==> config.mk <==
export PLATFORM = sky130hd
export DESIGN_NAME = rx_sync_fifo
export DESIGN_NICKNAME = d
export VERILOG_FILES = /design/src/rtl/rx_sync_fifo.sv
export SDC_FILE = /design/constraint.sdc
export NUM_CORES = 1
export LEC_CHECK = 0
export BUFFER_PORTS_ARGS = -buffer_cell sky130_fd_sc_hd__buf_2
export CAP_MARGIN = 20
export CORE_ASPECT_RATIO = 1.2
export CORE_MARGIN = 5
export CORE_UTILIZATION = 55
export CTS_CLUSTER_SIZE = 12
export DETAILED_ROUTE_END_ITERATION = 8
export PLACE_DENSITY = 0.82
export RECOVER_POWER = 100
export REMOVE_ABC_BUFFERS = 1
export SLEW_MARGIN = 30
export SYNTH_ARGS = -nofsm -noshare
export SYNTH_HDL_FRONTEND = slang
export SYNTH_SLANG_ARGS = --single-unit
==> constraint.sdc <==
create_clock -name clk_rx -period 2.65 [get_ports clk_rx]
set_clock_uncertainty 0.05 [all_clocks]
set_input_delay 0.53 -clock clk_rx [delete_from_list [all_inputs] [get_ports clk_rx]]
set_output_delay 0.53 -clock clk_rx [all_outputs]
set_load 0.01 [all_outputs]
==> src/rtl/rx_sync_fifo.sv <==
// Receive-side synchronous FIFO: show-ahead head word, registered
// occupancy flags, sticky overflow when a word arrives while full.
module rx_sync_fifo #(
    parameter int DATA_W = 8,
    parameter int DEPTH  = 8,
    localparam int AW    = $clog2(DEPTH)
) (
    input  logic              clk_rx,
    input  logic              reset,
    input  logic [DATA_W-1:0] rdata,
    input  logic              vo,
    input  logic              rd_en,
    input  logic              ovf_clr,
    output logic [DATA_W-1:0] dout,
    output logic              dvalid,
    output logic              empty,
    output logic              full,
    output logic [AW:0]       count,
    output logic              ovf
);

    localparam logic [AW:0] FULL_CNT = (AW+1)'(DEPTH);

    typedef struct packed {
        logic              push;
        logic              pop;
        logic              drop;
    } xfer_t;

    logic [DATA_W-1:0] mem [DEPTH];
    logic [AW-1:0]     wr_ptr;
    logic [AW-1:0]     rd_ptr;
    logic [AW:0]       count_nxt;
    xfer_t             xf;

    // Decode this edge's transfer; a pop frees the slot a full-FIFO write needs.
    always_comb begin
        xf      = '0;
        xf.pop  = rd_en & ~empty;
        xf.push = vo & (~full | xf.pop);
        xf.drop = vo & full & ~xf.pop;
        count_nxt = count;
        if (xf.push && !xf.pop)
            count_nxt = count + (AW+1)'(1);
        else if (xf.pop && !xf.push)
            count_nxt = count - (AW+1)'(1);
    end

    // Storage array; contents are don't-care until written, so never reset.
    always_ff @(posedge clk_rx) begin
        if (reset && xf.push)
            mem[wr_ptr] <= rdata;
    end

    // Pointers, occupancy and sticky overflow; set beats clear on the same edge.
    always_ff @(posedge clk_rx) begin
        if (!reset) begin
            wr_ptr <= '0;
            rd_ptr <= '0;
            count  <= '0;
            empty  <= 1'b1;
            full   <= 1'b0;
            ovf    <= 1'b0;
        end else begin
            if (xf.push) wr_ptr <= wr_ptr + AW'(1);
            if (xf.pop)  rd_ptr <= rd_ptr + AW'(1);
            count <= count_nxt;
            empty <= (count_nxt == '0);
            full  <= (count_nxt == FULL_CNT);
            if (xf.drop)
                ovf <= 1'b1;
            else if (ovf_clr)
                ovf <= 1'b0;
        end
    end

    // Head word is visible the cycle after it is written; zero when empty.
    assign dout   = empty ? '0 : mem[rd_ptr];
    assign dvalid = ~empty;

endmodule
Word-level counts from Yosys, hierarchy flattened
Memories as Yosys holds them, arrays and structs flattened. A register that Yosys moved wholly into a read port is not among the register bits. Index checks and enable logic that the tools add are counted.

$add $sub $neg: 4. Equal/unequal tests: 1. Mux-type cells: 9. Bitwise logic cells: 8. Reductions and logical operators: 7.

Operators with widths (number): 4-bit two-way mux (2); 8-bit two-way mux (1); 3-bit by 1-bit adder with 3-bit output (second input constant) (2); 3-bit two-way mux (2); 4-bit by 1-bit adder with 4-bit output (second input constant) (1); 1-bit bitwise AND (4); 4-bit == test (second input constant) (1); 4-bit logical NOT (1); 1-bit two-way mux (4); 4-bit by 1-bit subtractor with 4-bit output (second input constant) (1); 1-bit logical AND (3); 1-bit NOT (3); 1-bit logical NOT (2); 2-bit nonzero test (1); 1-bit bitwise OR (1).

Register bits after elaboration: 13. RAM bits: 64. Input port bits: 13. Output and inout bits: 16. Logic and storage cells: 36. Memories kept: 1.

Memory list: mem (depth 8, bits a word 8, rd ports 1, clocked after memory_dff 1, write ports 1, RTL line 30) `logic [DATA_W-1:0] mem [DEPTH];`.

Longest topological paths before layout
Gate-level depths: netlist of the first run.

Word-level depth: 9. Depth in mapped cells: 6.

Worst setup path before layout of the first run
Ideal clock, no wire load.

Kind: register -> output. Start: register (tool-made name). End: output dout[5]. Arrival: 1.645 ns. Data required time: 2.070 ns. Setup slack: 0.425 ns. Cell stages (with the launch flop): 6. Buffers on the path: 2. Cells stage by stage: dfxtp_1 > clkbuf_1 > buf_4 > mux4_2 > mux2i_1 > nor2_1.

RTL lines: to (decl) (RTL line 14) `output logic [DATA_W-1:0] dout,`.

==> results of run 1 <==
[placed cells by master, fill, tap and decap left out, drive strengths merged, types with 5 or more instances in the layout]
cell type / count
inv: 6
mux2i: 9
edfxtp: 64
dfxtp: 16
buf: 7
nand2: 7
nor2: 20
clkinv: 5
mux4: 16
clkbuf: 41
[registers in the layout, summed over array words and instances, names as in the netlist, named ones only]
name / count
count: 4
empty: 1
full: 1
mem: 64
ovf: 1
rd_ptr: 3
wr_ptr: 3
[final cells by class]
type	instances	area share
multi-input cells	100	0.251
repair buffers	38	0.0470
inverters	6	0.00622
clock inverters	6	0.0138
flip-flops and latches	80	0.619
well taps	80	0.0276
clock buffers	10	0.0352
[logic make-up after synthesis]
kind of cell	after synthesis
flip-flops	80
AO/OA/AOI/OAI	16
multiplexers	25
adder cells (fa/ha/maj)	4
AND/OR/NAND/NOR	50
buffers and inverters	15
XOR/XNOR	5
[per-layer routing]
metal	part of all wire	vias to the layer above	GRT usage
met3	0.058	6	0.0585
met2	0.55	54	0.316
met5	0	-	0
met1	0.38	881	0.199
li1	-	836	-
met4	0.011	0	0.0634
[path summary, 6_finish.rpt]
| kind | from | endpoint | slack (ps) | cells after the start |
|---|---|---|---|---|
| worst min-delay path | reset | empty | 350 | 2 |
| worst min register to register | ovf | ovf | 450 | 2 |
| worst max-delay path | flop | dout[3] | 160 | 5 |
| worst max register to register | empty | mem[4][5] | 190 | 5 |
[cells in the mapped netlist, drive strengths merged, types with 5 or more instances]
cell type,instances,area (um^2)
edfxtp,64,1920
nor2,20,75.1
dfxtp,16,320
mux4,16,360
mux2i,9,90.1
nand2,7,26.3
inv,6,22.5
clkbuf,5,18.8
[through the flow]
stage | setup WS, ps | cell area (um^2)
global route | 28.0 | 3620
detailed placement | 502 | 3510
CTS | 121 | 3680
global placement | 530 | 3510
floorplan | 413 | 3190
finish | 165 | 3620
[critical path, delay by kind of cell (launching register included)]
family        cells  cell delay (ps)
mux               2              720
buf+inv           2              460
flops             1              320
simple gates      1               70
[report_power, final]
group	switching (mW)	leakage [nW]	internal, mW
Sequential	0.0373	0.709	1.39
Clock	0.391	0.0902	0.421
Combinational	0.152	0.400	0.131
==> metrics.md, run 1 <==
| Metric | Value |
|---|---|
| Final wirelength | 5870 um |
| Mean post-synth cell area | 16.6 um^2 |
| Final cell count without fillers | 320 |
| Prevailing post-synth register cell | edfxtp_1 |
| Post-detail-place hpwl | 3900 um |
| Syn Inst Count | 195 |
| Adder-cell area share of the yosys netlist | 0.0155 |
| Fillcell total | 438 |
| Max_cap viols | 0 |
| Pwr Density | 696 nW/um^2 |
| Row Count | 30 |
| Post-synthesis xor/xnor area fraction | 0.0136 |
| RSZ-0062 raised after global routing | no |
| Register area share after synthesis | 0.694 |
| Nets | 252 |
| Relative slew margins | 0.621 |
| Mapped Area | 3230 um^2 |
| # H-tree levels | 3 |
| Input/output buffers | 28 |
| Clock Latency Late Sink | 340 ps |
| CP Capture Type | output port |
| Lkg Pwr | 1.20 nW |
| CTS tree | yes |
| Final Cycle Share | 0.938 |
| Tightest Hold Check Type | primary input to flop |
| DRC Markers | 0 |
| Gr usage total | 0.179 |
| Mux cell area share after synthesis | 0.139 |
| First-pass GRT wire length | 9440 um |
| Min Tclk post-route | 2490 ps |
| P&R area growth vs syn | 12.1% |
| Largest net degree at the start of global routing | 17 |
| Final hold vios | 0 |
| Final Util | 0.639 |
| Postcts setup bufs | 0 |
| DIE WIDTH | 80.0 um |
| GPL Wtd Cong | 0.796 |
| Outcome | complete, no violations |
| Worst Path Max Fanout | 16 |
| Simple-Gate Fraction of Synth Area | 0.0782 |
| Initial Utilization | 0.570 |
| Ant. Diodes | 0 |
| Max Freq | 402 MHz |
| Setup TNS | 0 ps |
| Crit path launch type | flop |
| Die Area | 7510 um^2 |
| ANT nets after route | 0 |
| YS warnings | 0 |
| Core outline area | 5670 um^2 |
| Largest family of logic cells by synthesized area | multiplexers |
| Total grt overflow | 0 |
| Largest stage delay, worst path | 550 ps |
| WL/cell | 18.3 um |
| Ys async rst share | 0 |
| Number of synthesized flops with an enable pin | 64 |
| CTS Hold Bufs | 0 |
| Final setup viols | 0 |
| Min Hold Slack | 351 ps |
| Area used by multi-input combinational logic | 910 um^2 |
| Worst EP required | 2070 ps |
| Netlist cell types | 38 |
| Arrival time at the worst endpoint | 1910 ps |
| Clk slew on worst S/H paths | 80 ps |
| Total power | 2.52 mW |
| Die Ht | 94.0 um |
| Compound-Gate Fraction of Synth Area | 0.0403 |
| Clock Tree Buf Depth | 2 |
| Critical Path, Cell by Cell | buf_4, mux4_2, mux2i_1, nor2_1, clkbuf_2 |
| Slowest CP cell | mux4_2 |
| Fraction of layout cells with a size suffix above 1 | 0.200 |
| Slew Viols, Final | 0 |
| CTS Buf Count | 9 |
| Number of global-route vias before repair | 1801 |
| Count of state elements after synthesis | 80 |
| Root Driver | clkbuf_8 |
| Drt via density | 5.55 |
| Cells after DPL | 304 |
| Worst VDD drop | 0.000372 V |
| Crit Path Category | flop to output port |
| Initial antenna violation count | 0 |
| Via count | 1777 |
| CTS Sinks | 80 |
| DRC marker count from the first detailed-route iteration | 140 |
| Post-cts resize count | 0 |
| I/O pin count | 29 |
| Router iterations before antenna repair | 4 |
| Storage element area | 2240 um^2 |
| Slew of the pin with the lowest slew margin | 568 ps |
(Power assumes the default switching activity.)
==> run 2, diff against run 1 <==
CTS_BUF_LIST = sky130_fd_sc_hd__clkbuf_8   (was not set)
==> metrics.md, run 2 (same netlist as run 1, synthesis figures left out) <==
| Metric | Value |
|---|---|
| Lkg Pwr | 1.20 nW (about the same) |
| Total grt overflow | 0 (unchanged) |
| Core outline area | 5670 um^2 (unchanged) |
| Relative slew margins | 0.621 (unchanged) |
| Via count | 1777 (unchanged) |
| Pwr Density | 695 nW/um^2 (was 696 nW/um^2) |
| CTS tree | yes (unchanged) |
| Fraction of layout cells with a size suffix above 1 | 0.200 (unchanged) |
| Drt via density | 5.55 (unchanged) |
| WL/cell | 18.3 um (about the same) |
| Postcts setup bufs | 0 (unchanged) |
| Most frequent cells in the layout | edfxtp_1 (64), nor2_1 (20), clkbuf_1 (20) (was edfxtp_1 (64), clkbuf_1 (21), nor2_1 (20)) |
| Critical Path, Cell by Cell | buf_4, mux4_2, mux2i_1, nor2_1, clkbuf_2 (unchanged) |
| Clock Tree Buf Depth | 2 (unchanged) |
| Slowest CP cell | mux4_2 (unchanged) |
| # H-tree levels | 3 (unchanged) |
| Die Ht | 94.0 um (unchanged) |
| Post-detail-place hpwl | 3900 um (unchanged) |
| Router iterations before antenna repair | 4 (unchanged) |
| DRC marker count from the first detailed-route iteration | 140 (unchanged) |
| Crit Path Category | flop to output port (unchanged) |
| Max_cap viols | 0 (unchanged) |
| Number of global-route vias before repair | 1801 (unchanged) |
| RSZ-0062 raised after global routing | no (unchanged) |
| Largest stage delay, worst path | 550 ps (about the same) |
| Nets | 252 (unchanged) |
| Max Freq | 403 MHz (was 402 MHz) |
| Slew Viols, Final | 0 (unchanged) |
| CTS Hold Bufs | 0 (unchanged) |
| ANT nets after route | 0 (unchanged) |
| Row Count | 30 (unchanged) |
| Gr usage total | 0.179 (unchanged) |
| P&R area growth vs syn | 12.1% (unchanged) |
| Worst Path Max Fanout | 16 (unchanged) |
| Largest net degree at the start of global routing | 17 (unchanged) |
| Final Cycle Share | 0.937 (was 0.938) |
| Buf+Inv Stages, Crit Path | 2 (unchanged) |
| DRC Markers | 0 (unchanged) |
| Most common cell after layout, fill and taps aside | edfxtp_1 (unchanged) |
| Worst VDD drop | 0.000372 V (about the same) |
| Final Util | 0.639 (unchanged) |
| I/O pin count | 29 (unchanged) |
| Post-cts resize count | 0 (unchanged) |
| Die Area | 7510 um^2 (unchanged) |
| Final setup viols | 0 (unchanged) |
| Root Driver | clkbuf_8 (unchanged) |
| Crit path launch type | flop (unchanged) |
| Clock Latency Late Sink | 340 ps (about the same) |
| Initial Utilization | 0.570 (unchanged) |
| Setup TNS | 0 ps (unchanged) |
| Clk slew on worst S/H paths | 80 ps (about the same) |
| Cell family with most CP delay | multiplexers (unchanged) |
| Final hold vios | 0 (unchanged) |
| DIE WIDTH | 80.0 um (unchanged) |
| Slew of the pin with the lowest slew margin | 568 ps (unchanged) |
| Input/output buffers | 28 (unchanged) |
| Arrival time at the worst endpoint | 1900 ps (was 1910 ps) |
| CP Capture Type | output port (unchanged) |
| Final wirelength | 5870 um (about the same) |
| Tightest Hold Check Type | primary input to flop (unchanged) |
| Worst EP required | 2070 ps (about the same) |
| Most flops, register | mem (unchanged) |
| Ant. Diodes | 0 (unchanged) |
| CTS Sinks | 80 (unchanged) |
| First-pass GRT wire length | 9440 um (unchanged) |
| Initial antenna violation count | 0 (unchanged) |
| Min Tclk post-route | 2480 ps (was 2490 ps) |
| Outcome | complete, no violations (unchanged) |
| Biggest regs | mem x64, count x4 (unchanged) |
| Max FFs per register | 64 (unchanged) |
| GPL Wtd Cong | 0.796 (unchanged) |
| CTS Buf Count | 9 (unchanged) |
==> run 2: changes by cell type in the layout (fill, tap and decap cells not counted) <==
| cell | previous run | this run |
|---|---|---|
| clkbuf_1 | 21 | 20 |
| inv_1 | 6 | 7 |
==> run 2: final cells by class <==
class	count	area, um^2
clock inverters	7	53.8
well taps	80	100
flip-flops and latches	80	2240
clock buffers	9	124
inverters	6	22.5
repair buffers	38	170
multi-input cells	100	910
fillers	438	2050
==> run 2: worst paths after layout <==
check        start   endpoint  slack [ps]  cells past startpoint
max           flop    dout[3]         170                      5
min          reset      empty         350                      2
max reg2reg  empty  mem[4][5]         190                      5
min reg2reg    ovf        ovf         450                      2
==> run 2: report_power, final <==
part	switching [mW]	internal, mW
sequential	0.0373	1.39
combinational	0.152	0.131
clock	0.392	0.417
total	0.581	1.94
==> run 2: routing by layer <==
| layer | vias to the layer above | wire length (um) | track usage |
|---|---|---|---|
| met5 | - | 0 | 0 |
| met4 | 0 | 65 | 0.0634 |
| met3 | 6 | 335 | 0.0585 |
| met2 | 54 | 3220 | 0.316 |
| met1 | 881 | 2250 | 0.199 |
| li1 | 836 | - | - |
==> run 2: stage by stage <==
| stage | cells | hold slack, ps | setup slack [ps] | cell area, um^2 | power, mW |
|---|---|---|---|---|---|
| finish | 320 | 351 | 166 | 3620 | 2.52 |
| global route | 320 | 346 | 28.0 | 3620 | 2.63 |
| CTS | 320 | 337 | 121 | 3680 | 2.55 |
| detailed placement | 304 | 428 | 502 | 3510 | 1.75 |
| global placement | 304 | 422 | 530 | 3510 | 1.74 |
| floorplan | 186 | 404 | 413 | 3190 | 1.65 |
==> run 2: worst register-to-register path, delay by kind of cell (launching register included) <==
family                 cells  cell delay (ps)
buffers and inverters      1              310
DFF                        1              490
AOI/OAI and AO/OA          1              490
and+or+nand+nor            3              780
